===== src/rtl/diff_clk_fwd.sv =====
// Differential clock forwarder.
// Generates a divided clock from clk with a programmable half-period
// (div + 1 cycles), starts and stops it without glitches or runt phases,
// and drives it off-chip through a single differential output buffer fed
// directly from a flop.

module diff_clk_fwd #(
    parameter int    DIV_W      = 8,
    parameter int    DIV_RST    = 1,
    parameter string IOSTANDARD = "DEFAULT"
) (
    input  logic             clk,
    input  logic             rst_n,
    input  logic             en,
    input  logic [DIV_W-1:0] div,
    input  logic             div_load,
    output logic             clk_out_p,
    output logic             clk_out_n,
    output logic             running
);

    typedef enum logic [1:0] {
        IDLE = 2'd0,
        RUN  = 2'd1,
        STOP = 2'd2
    } state_t;

    localparam logic [DIV_W-1:0] DIV_RST_V = DIV_W'(DIV_RST);
    localparam logic [DIV_W-1:0] CNT_ONE   = {{(DIV_W-1){1'b0}}, 1'b1};
    localparam logic [DIV_W-1:0] CNT_ZERO  = {DIV_W{1'b0}};

    state_t           state;
    logic             out_q;
    logic [DIV_W-1:0] cnt;
    logic [DIV_W-1:0] div_act;
    logic [DIV_W-1:0] div_pend;
    logic             pend_vld;
    logic             boundary_s;

    // End of the current half-period: cnt has reached the active divider.
    always_comb begin
        boundary_s = (cnt == div_act);
    end

    // Clock generation FSM with pending-divider handling; all outputs registered.
    always_ff @(posedge clk or negedge rst_n) begin
        if (!rst_n) begin
            state    <= IDLE;
            out_q    <= 1'b0;
            running  <= 1'b0;
            cnt      <= CNT_ZERO;
            div_act  <= DIV_RST_V;
            div_pend <= DIV_RST_V;
            pend_vld <= 1'b0;
        end else begin
            case (state)
                IDLE: begin
                    cnt   <= CNT_ZERO;
                    out_q <= 1'b0;
                    if (pend_vld) begin
                        div_act  <= div_pend;
                        pend_vld <= 1'b0;
                    end
                    if (en) begin
                        // Start with a full high phase; a same-edge load is used at once.
                        state   <= RUN;
                        running <= 1'b1;
                        out_q   <= 1'b1;
                        if (div_load) begin
                            div_act <= div;
                        end
                    end else begin
                        running <= 1'b0;
                    end
                end
                RUN: begin
                    if (!en && !out_q) begin
                        // Stopping in a low phase only stretches that low phase.
                        state   <= IDLE;
                        running <= 1'b0;
                        cnt     <= CNT_ZERO;
                        out_q   <= 1'b0;
                    end else if (boundary_s) begin
                        cnt   <= CNT_ZERO;
                        out_q <= ~out_q;
                        if (pend_vld) begin
                            div_act  <= div_pend;
                            pend_vld <= 1'b0;
                        end
                        if (!en) begin
                            // High phase just completed and en is gone: stop now.
                            state   <= IDLE;
                            running <= 1'b0;
                        end else begin
                            state <= RUN;
                        end
                    end else begin
                        cnt <= cnt + CNT_ONE;
                        if (!en) begin
                            state <= STOP;
                        end else begin
                            state <= RUN;
                        end
                    end
                end
                STOP: begin
                    // Finish the high phase regardless of en, then park in IDLE.
                    if (boundary_s) begin
                        state   <= IDLE;
                        running <= 1'b0;
                        out_q   <= 1'b0;
                        cnt     <= CNT_ZERO;
                        if (pend_vld) begin
                            div_act  <= div_pend;
                            pend_vld <= 1'b0;
                        end
                    end else begin
                        cnt <= cnt + CNT_ONE;
                    end
                end
                default: begin
                    state   <= IDLE;
                    running <= 1'b0;
                    out_q   <= 1'b0;
                    cnt     <= CNT_ZERO;
                end
            endcase
            // A new divider request overrides any clear above and waits for the next boundary.
            if (div_load) begin
                div_pend <= div;
                pend_vld <= 1'b1;
            end
        end
    end

    OBUFDS #(
        .IOSTANDARD(IOSTANDARD)
    ) u_obufds (
        .O  (clk_out_p),
        .OB (clk_out_n),
        .I  (out_q)
    );

endmodule

// Behavioural model of the vendor differential output buffer, used where
// the vendor library is not available.
module OBUFDS #(
    parameter string IOSTANDARD = "DEFAULT"
) (
    output logic O,
    output logic OB,
    input  logic I
);

    // Non-inverting and inverting legs of the pad pair.
    always_comb begin
        O  = I;
        OB = ~I;
    end

endmodule


===== config.mk =====
export PLATFORM = sky130hd
export DESIGN_NAME = diff_clk_fwd
export DESIGN_NICKNAME = d
export VERILOG_FILES = /design/src/rtl/diff_clk_fwd.sv
export SDC_FILE = /design/constraint.sdc
export NUM_CORES = 1
export LEC_CHECK = 0
export ABC_AREA = 1
export BUFFER_PORTS_ARGS = -buffer_cell sky130_fd_sc_hd__buf_2
export CORE_UTILIZATION = 45
export DETAILED_ROUTE_END_ITERATION = 6
export GPL_TIMING_DRIVEN = 0
export PLACE_DENSITY = 0.62
export SYNTH_ARGS = -nofsm -noshare
export SYNTH_HDL_FRONTEND = slang
export SYNTH_HIERARCHICAL = 1
export SYNTH_SLANG_ARGS = --single-unit
export TNS_END_PERCENT = 5

===== constraint.sdc =====
create_clock -name clk -period 1.7 [get_ports clk]
set_clock_uncertainty 0.1 [all_clocks]
set_input_delay 0.085 -clock clk [delete_from_list [all_inputs] [get_ports clk]]
set_output_delay 0.085 -clock clk [all_outputs]
set_load 0.02 [all_outputs]

==> flow_summary.ini, run 1 <==
[synth]
yosysWarnings = 6
ys_seq_area_frac = 0.440
synth_nets = 244
syn_inst = 228
synth-seq-cells = 29
avgSynthCellArea_um2 = 7.25
synth.distinct_cells = 25
syn_area_um2 = 1650

[detailed_routing]
wl_per_cell_um = 11.2
vias_per_cell = 4.69
routed.top_layer = met4
route.met2.wl_um = 1700
vias = 1493
drc_errors = 0
drt_iter0_markers = 82
first_pass_iters = 4
wl_um = 3550
m1WireLength_um = 1670
dr_wl_met3_um = 127
antenna_left = 0

[critical_path]
cp-start-kind = register
critPathMaxFanout = 5
slowest_stage = dfrtp_1
cp_cell_sequence = inv_2, ha_4, nor3_4, buf_6, nor2_1, a21oi_1, nand3_1, nand2_1
end_kind = register
worstSetupPathType = reg -> reg
r2r_slack_ns = 0.05
required_ns = 1.88
worst-endpoint-arrival_ns = 1.83
cpPeakStageDelay_ns = 0.42

[sta]
fmax_ghz = 0.606
hold_viol = 0
tightest_slew_ns = 0.660
finalCritPeriodShare = 0.970
setup_violations = 0
slew_headroom = 0.560
min_period_ns = 1.65
drv_slew = 0
grt_setup_unrepaired = yes

[die]
die_y_um = 62.6
rows = 21
ios = 15
initial_core_util = 0.484
core_area_um2 = 3420
die_x_um = 62.6
die-area_um2 = 3920

[cells_and_area]
area_growth_pct = 26.3
multiInputGateArea_um2 = 817
drive_gt1_frac = 0.199
ff_latch_area_um2 = 728
finalInstanceArea_um2 = 2090
nNetsFinal = 287
fill_cells = 327
final_cells = 318
final_core_util = 0.612
diodes = 0

[pwr]
p_sw_frac = 0.438
seq_power_share = 0.308
p_per_area_nw_per_um2 = 1590
p_int_mw = 1.87
clkPwrFrac = 0.146
fin_total_pwr_mw = 3.32
peakVddDrop_mv = 1.38
power.switching_mw = 1.45
comb_power_share = 0.546
p_leak_nw = 1.09

[global_route]
grt_pass1_vias = 1408
grt_pass1_wl_um = 6160
grt_usage = 0.202
antenna_found_initial = 0
grt_overflow_total = 0
grt_max_degree = 30

[placed_design]
placed_cell_area_um2 = 1780
io_buffer_count = 14
place_inst = 288
place_congestion = 0.763
hpwlAfterDp_um = 2370

[clock_tree]
clk_pin_slew_ns = 0.10
insertion_delay_ns = 0.34
numCtsBuffers = 5
cts_tree = built
cts.sink_count = 29
clockBufferDepth = 2
cts_root_buffer = clkbuf_4
htreeDepth = 2

[worst_hold_path]
hold_path_class = in -> reg

[run]
drv_cap = 0

[status]
outcome = finished, final reports clean
-- power by group through the flow --
stage / registers, mW / clock network, mW / logic [mW]
2_1_floorplan: 1.01 / 0 / 1.16
3_3_place_gp: 1.03 / 0 / 1.45
3_5_place_dp: 1.03 / 0 / 1.47
4_1_cts: 1.02 / 0.501 / 1.57
5_1_grt: 1.05 / 0.534 / 2.07
6_report: 1.02 / 0.486 / 1.81
-- registers in the layout, summed over array words and instances (netlist names) --
| name | flops |
|---|---|
| div_act | 8 |
| div_pend | 8 |
| running | 1 |
| state | 2 |
| cnt | 8 |
| pend_vld | 1 |
| out_q | 1 |
-- layout make-up --
class | count | area share
Buffer | 5 | 0.0156
Clock buffer | 7 | 0.0311
Clock inverter | 1 | 0.00240
Inverter | 32 | 0.0575
Multi-Input combinational cell | 163 | 0.391
Sequential cell | 29 | 0.349
Tap cell | 46 | 0.0275
Timing Repair Buffer | 35 | 0.126
-- logic make-up after synthesis --
| logic type | share of synthesized area |
|---|---|
| AND/OR/NAND/NOR | 0.313 |
| buffers and inverters | 0.0923 |
| flip-flops | 0.440 |
| AO/OA/AOI/OAI | 0.0756 |
| XOR/XNOR | 0.0424 |
| adder cells (fa/ha/maj) | 0.0303 |
| multiplexers | 0.00605 |
-- cells in the mapped netlist --
master    number  area share
nor3_4         1      0.0098
inv_1         31       0.070
buf_4          1      0.0045
clkbuf_1       1      0.0023
nor2_2         1      0.0038
nand4_1        1      0.0038
buf_6          1      0.0068
mux2i_1        1      0.0061
nor2_1        21       0.048
xor2_1         3       0.016
ha_1           4       0.030
nand3_1       13       0.039
nand2_2        4       0.015
xnor2_1        5       0.026
o21ai_2        1      0.0053
buf_2          2      0.0061
o21a_1         1      0.0045
inv_2          1      0.0023
dfstp_2        2       0.032
nand2_1       84        0.19
nor3_1         1      0.0030
a21oi_1        5       0.015
dfrtp_1       27        0.41
a21oi_2        1      0.0053
o21ai_0       15       0.045
-- path summary, 6_finish.rpt --
| path | start | end | cells after the start |
|---|---|---|---|
| min in group asynchronous | rst_n | div_pend[4] | 2 |
| min | div_load | div_pend[7] | 3 |
| max | state[1] | div_act[5] | 8 |
| min reg2reg | div_pend[0] | div_pend[0] | 2 |
| max in group asynchronous | rst_n | div_pend[1] | 2 |
| max reg2reg | state[1] | div_act[5] | 8 |
-- stage by stage --
step,setup WS (ns),hold slack (ns),TNS [ns]
final,0.0507,0.0852,0
after global routing,-0.0620,0.105,-0.367
after CTS,0.0580,0.0687,0
after detailed placement,-0.129,0.0571,-0.732
after global placement,-0.125,0.0548,-0.650
after floorplan,0.0556,-0.311,0
-- repair_timing --
| action | 4_1_cts | 5_1_grt |
|---|---|---|
| endpoints found under the hold margin | 38 | 0 |
| buffers inserted | 1 | 6 |
| endpoints found under the setup margin | 8 | 17 |
| hold buffers | 13 | 0 |
| gates cloned | 0 | 2 |
| gates resized for setup | 2 | 13 |
| pin swaps | 1 | 14 |
-- layer usage --
layer | vias to the layer above | track usage
met2 | 18 | 0.330
li1 | 782 | -
met3 | 7 | 0.0547
met5 | - | 0
met1 | 686 | 0.253
met4 | 0 | 0.0785
-- critical path, delay by kind of cell, from the launching register on --
| family | cells | cell delay, ns |
|---|---|---|
| flops | 1 | 0.42 |
| buf+inv | 2 | 0.26 |
| compound gates | 1 | 0.12 |
| simple gates | 4 | 0.47 |
| fa+ha+maj | 1 | 0.23 |
-- cell usage in the layout, fill, tap and decap left out --
master / n
nor3_4: 1
dfstp_2: 2
nand4_1: 1
nand2_4: 2
xnor2_1: 5
buf_4: 8
a21oi_2: 3
xor2_1: 3
buf_6: 2
nor2_1: 19
buf_2: 16
inv_1: 29
ha_4: 1
dfrtp_1: 27
clkinv_2: 1
nor3_1: 1
clkbuf_1: 1
o21ai_1: 1
o21a_1: 1
nor2_2: 3
o21ai_2: 1
nand2_2: 4
clkbuf_4: 5
dlygate4sd3_1: 13
nand2_1: 83
mux2i_1: 1
o21ai_0: 14
inv_2: 3
clkbuf_8: 2
a21oi_1: 3
ha_1: 3
nand3_1: 13
Power figures use the tool's default switching activity.
==> inputs of run 2 (changes only) <==
==> constraint.sdc (replaced) <==
create_clock -name clk -period 1.45 [get_ports clk]
set_clock_uncertainty 0.1 [all_clocks]
set_input_delay 0.0725 -clock clk [delete_from_list [all_inputs] [get_ports clk]]
set_output_delay 0.0725 -clock clk [all_outputs]
set_load 0.02 [all_outputs]
==> run 2 against run 1 <==
The run now ends with setup timing left; setup slack got worse by 0.17 ns; fmax rose by 4.9%; cell count rose by 1.9%; die area unchanged; clock-buffer cell count is 1 higher; first-iteration DRC count is 27% higher; non-clock buffer count grew 7; worst hold slack better by 0.00080 ns; combinational power increased by 35%; utilization rose by 3.1 points; largest cell class unchanged.
==> flow_summary.ini, run 2 (synthesis gave the netlist of run 1 again) <==
[die]
die-area_um2 = 3920
ios = 15
rows = 21
core_area_um2 = 3420
die_x_um = 62.6
die_y_um = 62.6
initial_core_util = 0.484

[cells_and_area]
area_growth_pct = 32.7
ff_latch_area_um2 = 729
reg_top3 = cnt: 8 flops, div_act: 8 flops, div_pend: 8 flops
multiInputGateArea_um2 = 866
diodes = 0
nNetsFinal = 293
final_common_cell = nand2_1
final_cells = 324
fill_cells = 316
drive_gt1_frac = 0.248
layout_common_cells = nand2_1, dfrtp_1, inv_1, nor2_1, buf_2

[global_route]
grt_pass1_vias = 1481
grt_max_degree = 30
grt_usage = 0.207
antenna_found_initial = 0
grt_overflow_total = 0
grt_pass1_wl_um = 6330

[clock_tree]
cts.sink_count = 29
clockBufferDepth = 2
htreeDepth = 2
numCtsBuffers = 5
cts_tree = built
cts_root_buffer = clkbuf_4
insertion_delay_ns = 0.34
clk_pin_slew_ns = 0.10

[critical_path]
worstSetupPathType = reg -> reg
cp-start-kind = register
ff2ff_path_depth = 9
end_kind = register
critPathMaxFanout = 6
required_ns = 1.64
worst-endpoint-arrival_ns = 1.76

[worst_hold_path]
worstHoldPathCells = 3
hold_path_class = in -> reg

[sta]
drv_slew = 0
grt_setup_unrepaired = yes
setup_tns_ns = -1.29
fmax_ghz = 0.636
hold_viol = 0
finalCritPeriodShare = 1.08
slew_headroom = 0.567
tightest_slew_ns = 0.650
min_period_ns = 1.57
whs_ns = 0.0860
setup_violations = 19
fin_ws_ns = -0.122

[pwr]
fin_total_pwr_mw = 4.17
p_per_area_nw_per_um2 = 1900
p_leak_nw = 1.13
peakVddDrop_mv = 1.38

[detailed_routing]
vias_per_cell = 4.62
drt_iter0_markers = 104
wl_per_cell_um = 10.8
drc_errors = 0
first_pass_iters = 4
wl_um = 3480
antenna_left = 0
vias = 1497

[status]
violations = setup timing
outcome = complete, but fails checks

[run]
drv_cap = 0

[placed_design]
io_buffer_count = 14
hpwlAfterDp_um = 2320
place_inst = 288
pre_cts_ws_ns = -0.212
place_congestion = 0.746
run 2: final timing paths:
path | endpoint | start | slack, ns
hold reg to reg | div_pend[0] | div_pend[0] | 0.37
max in group asynchronous | cnt[3] | rst_n | 0.61
setup reg to reg | div_act[7] | state[0] | -0.12
min in group asynchronous | div_act[4] | rst_n | 0.18
setup / recovery | div_act[7] | state[0] | -0.12
hold / removal | div_pend[7] | div_load | 0.09
run 2: layout make-up:
type,count,share of cell area
sequential,29,0.332
tap,46,0.0262
buffer,5,0.0160
inverter,32,0.0547
clock buffer,8,0.0268
multi-input combinational,162,0.395
timing repair buffer,42,0.149
run 2: critical path, stage by stage, from the launching register on:
cell,delay (ns)
dfrtp_1,0.42
inv_2,0.09
ha_4,0.21
nor3_4,0.16
buf_6,0.15
buf_6,0.12
nor2_2,0.04
a21oi_2,0.10
nand3_1,0.07
nand2_1,0.06
run 2: timing repair:
item / in CTS / in global routing
pin swaps: 10 / 21
cloned: 0 / 1
hold endpoints to repair: 39 / 0
setup buffers: 6 / 8
hold buffers: 13 / 0
resized for setup: 5 / 26
setup endpoints to repair: 18 / 21
run 2: stage by stage:
step	utilization	cell area, um2
after detailed placement	0.525	1790
after global routing	0.642	2190
after CTS	0.598	2040
after floorplan	-	1670
after global placement	0.525	1790
final	0.642	2190
run 2: routing by layer:
layer	track usage	vias up	part of all wire
met3	0.0493	7	0.028
met1	0.262	681	0.47
met2	0.336	15	0.48
met5	0	-	0
met4	0.0872	0	0.019
li1	-	794	-
run 2: report_power, final:
group	leakage [nW]	switching [mW]	internal (mW)	total, mW
combinational	0.733	1.34	1.11	2.45
clock	0.0326	0.293	0.239	0.532
sequential	0.365	0.167	1.03	1.19
total	1.13	1.80	2.37	4.17
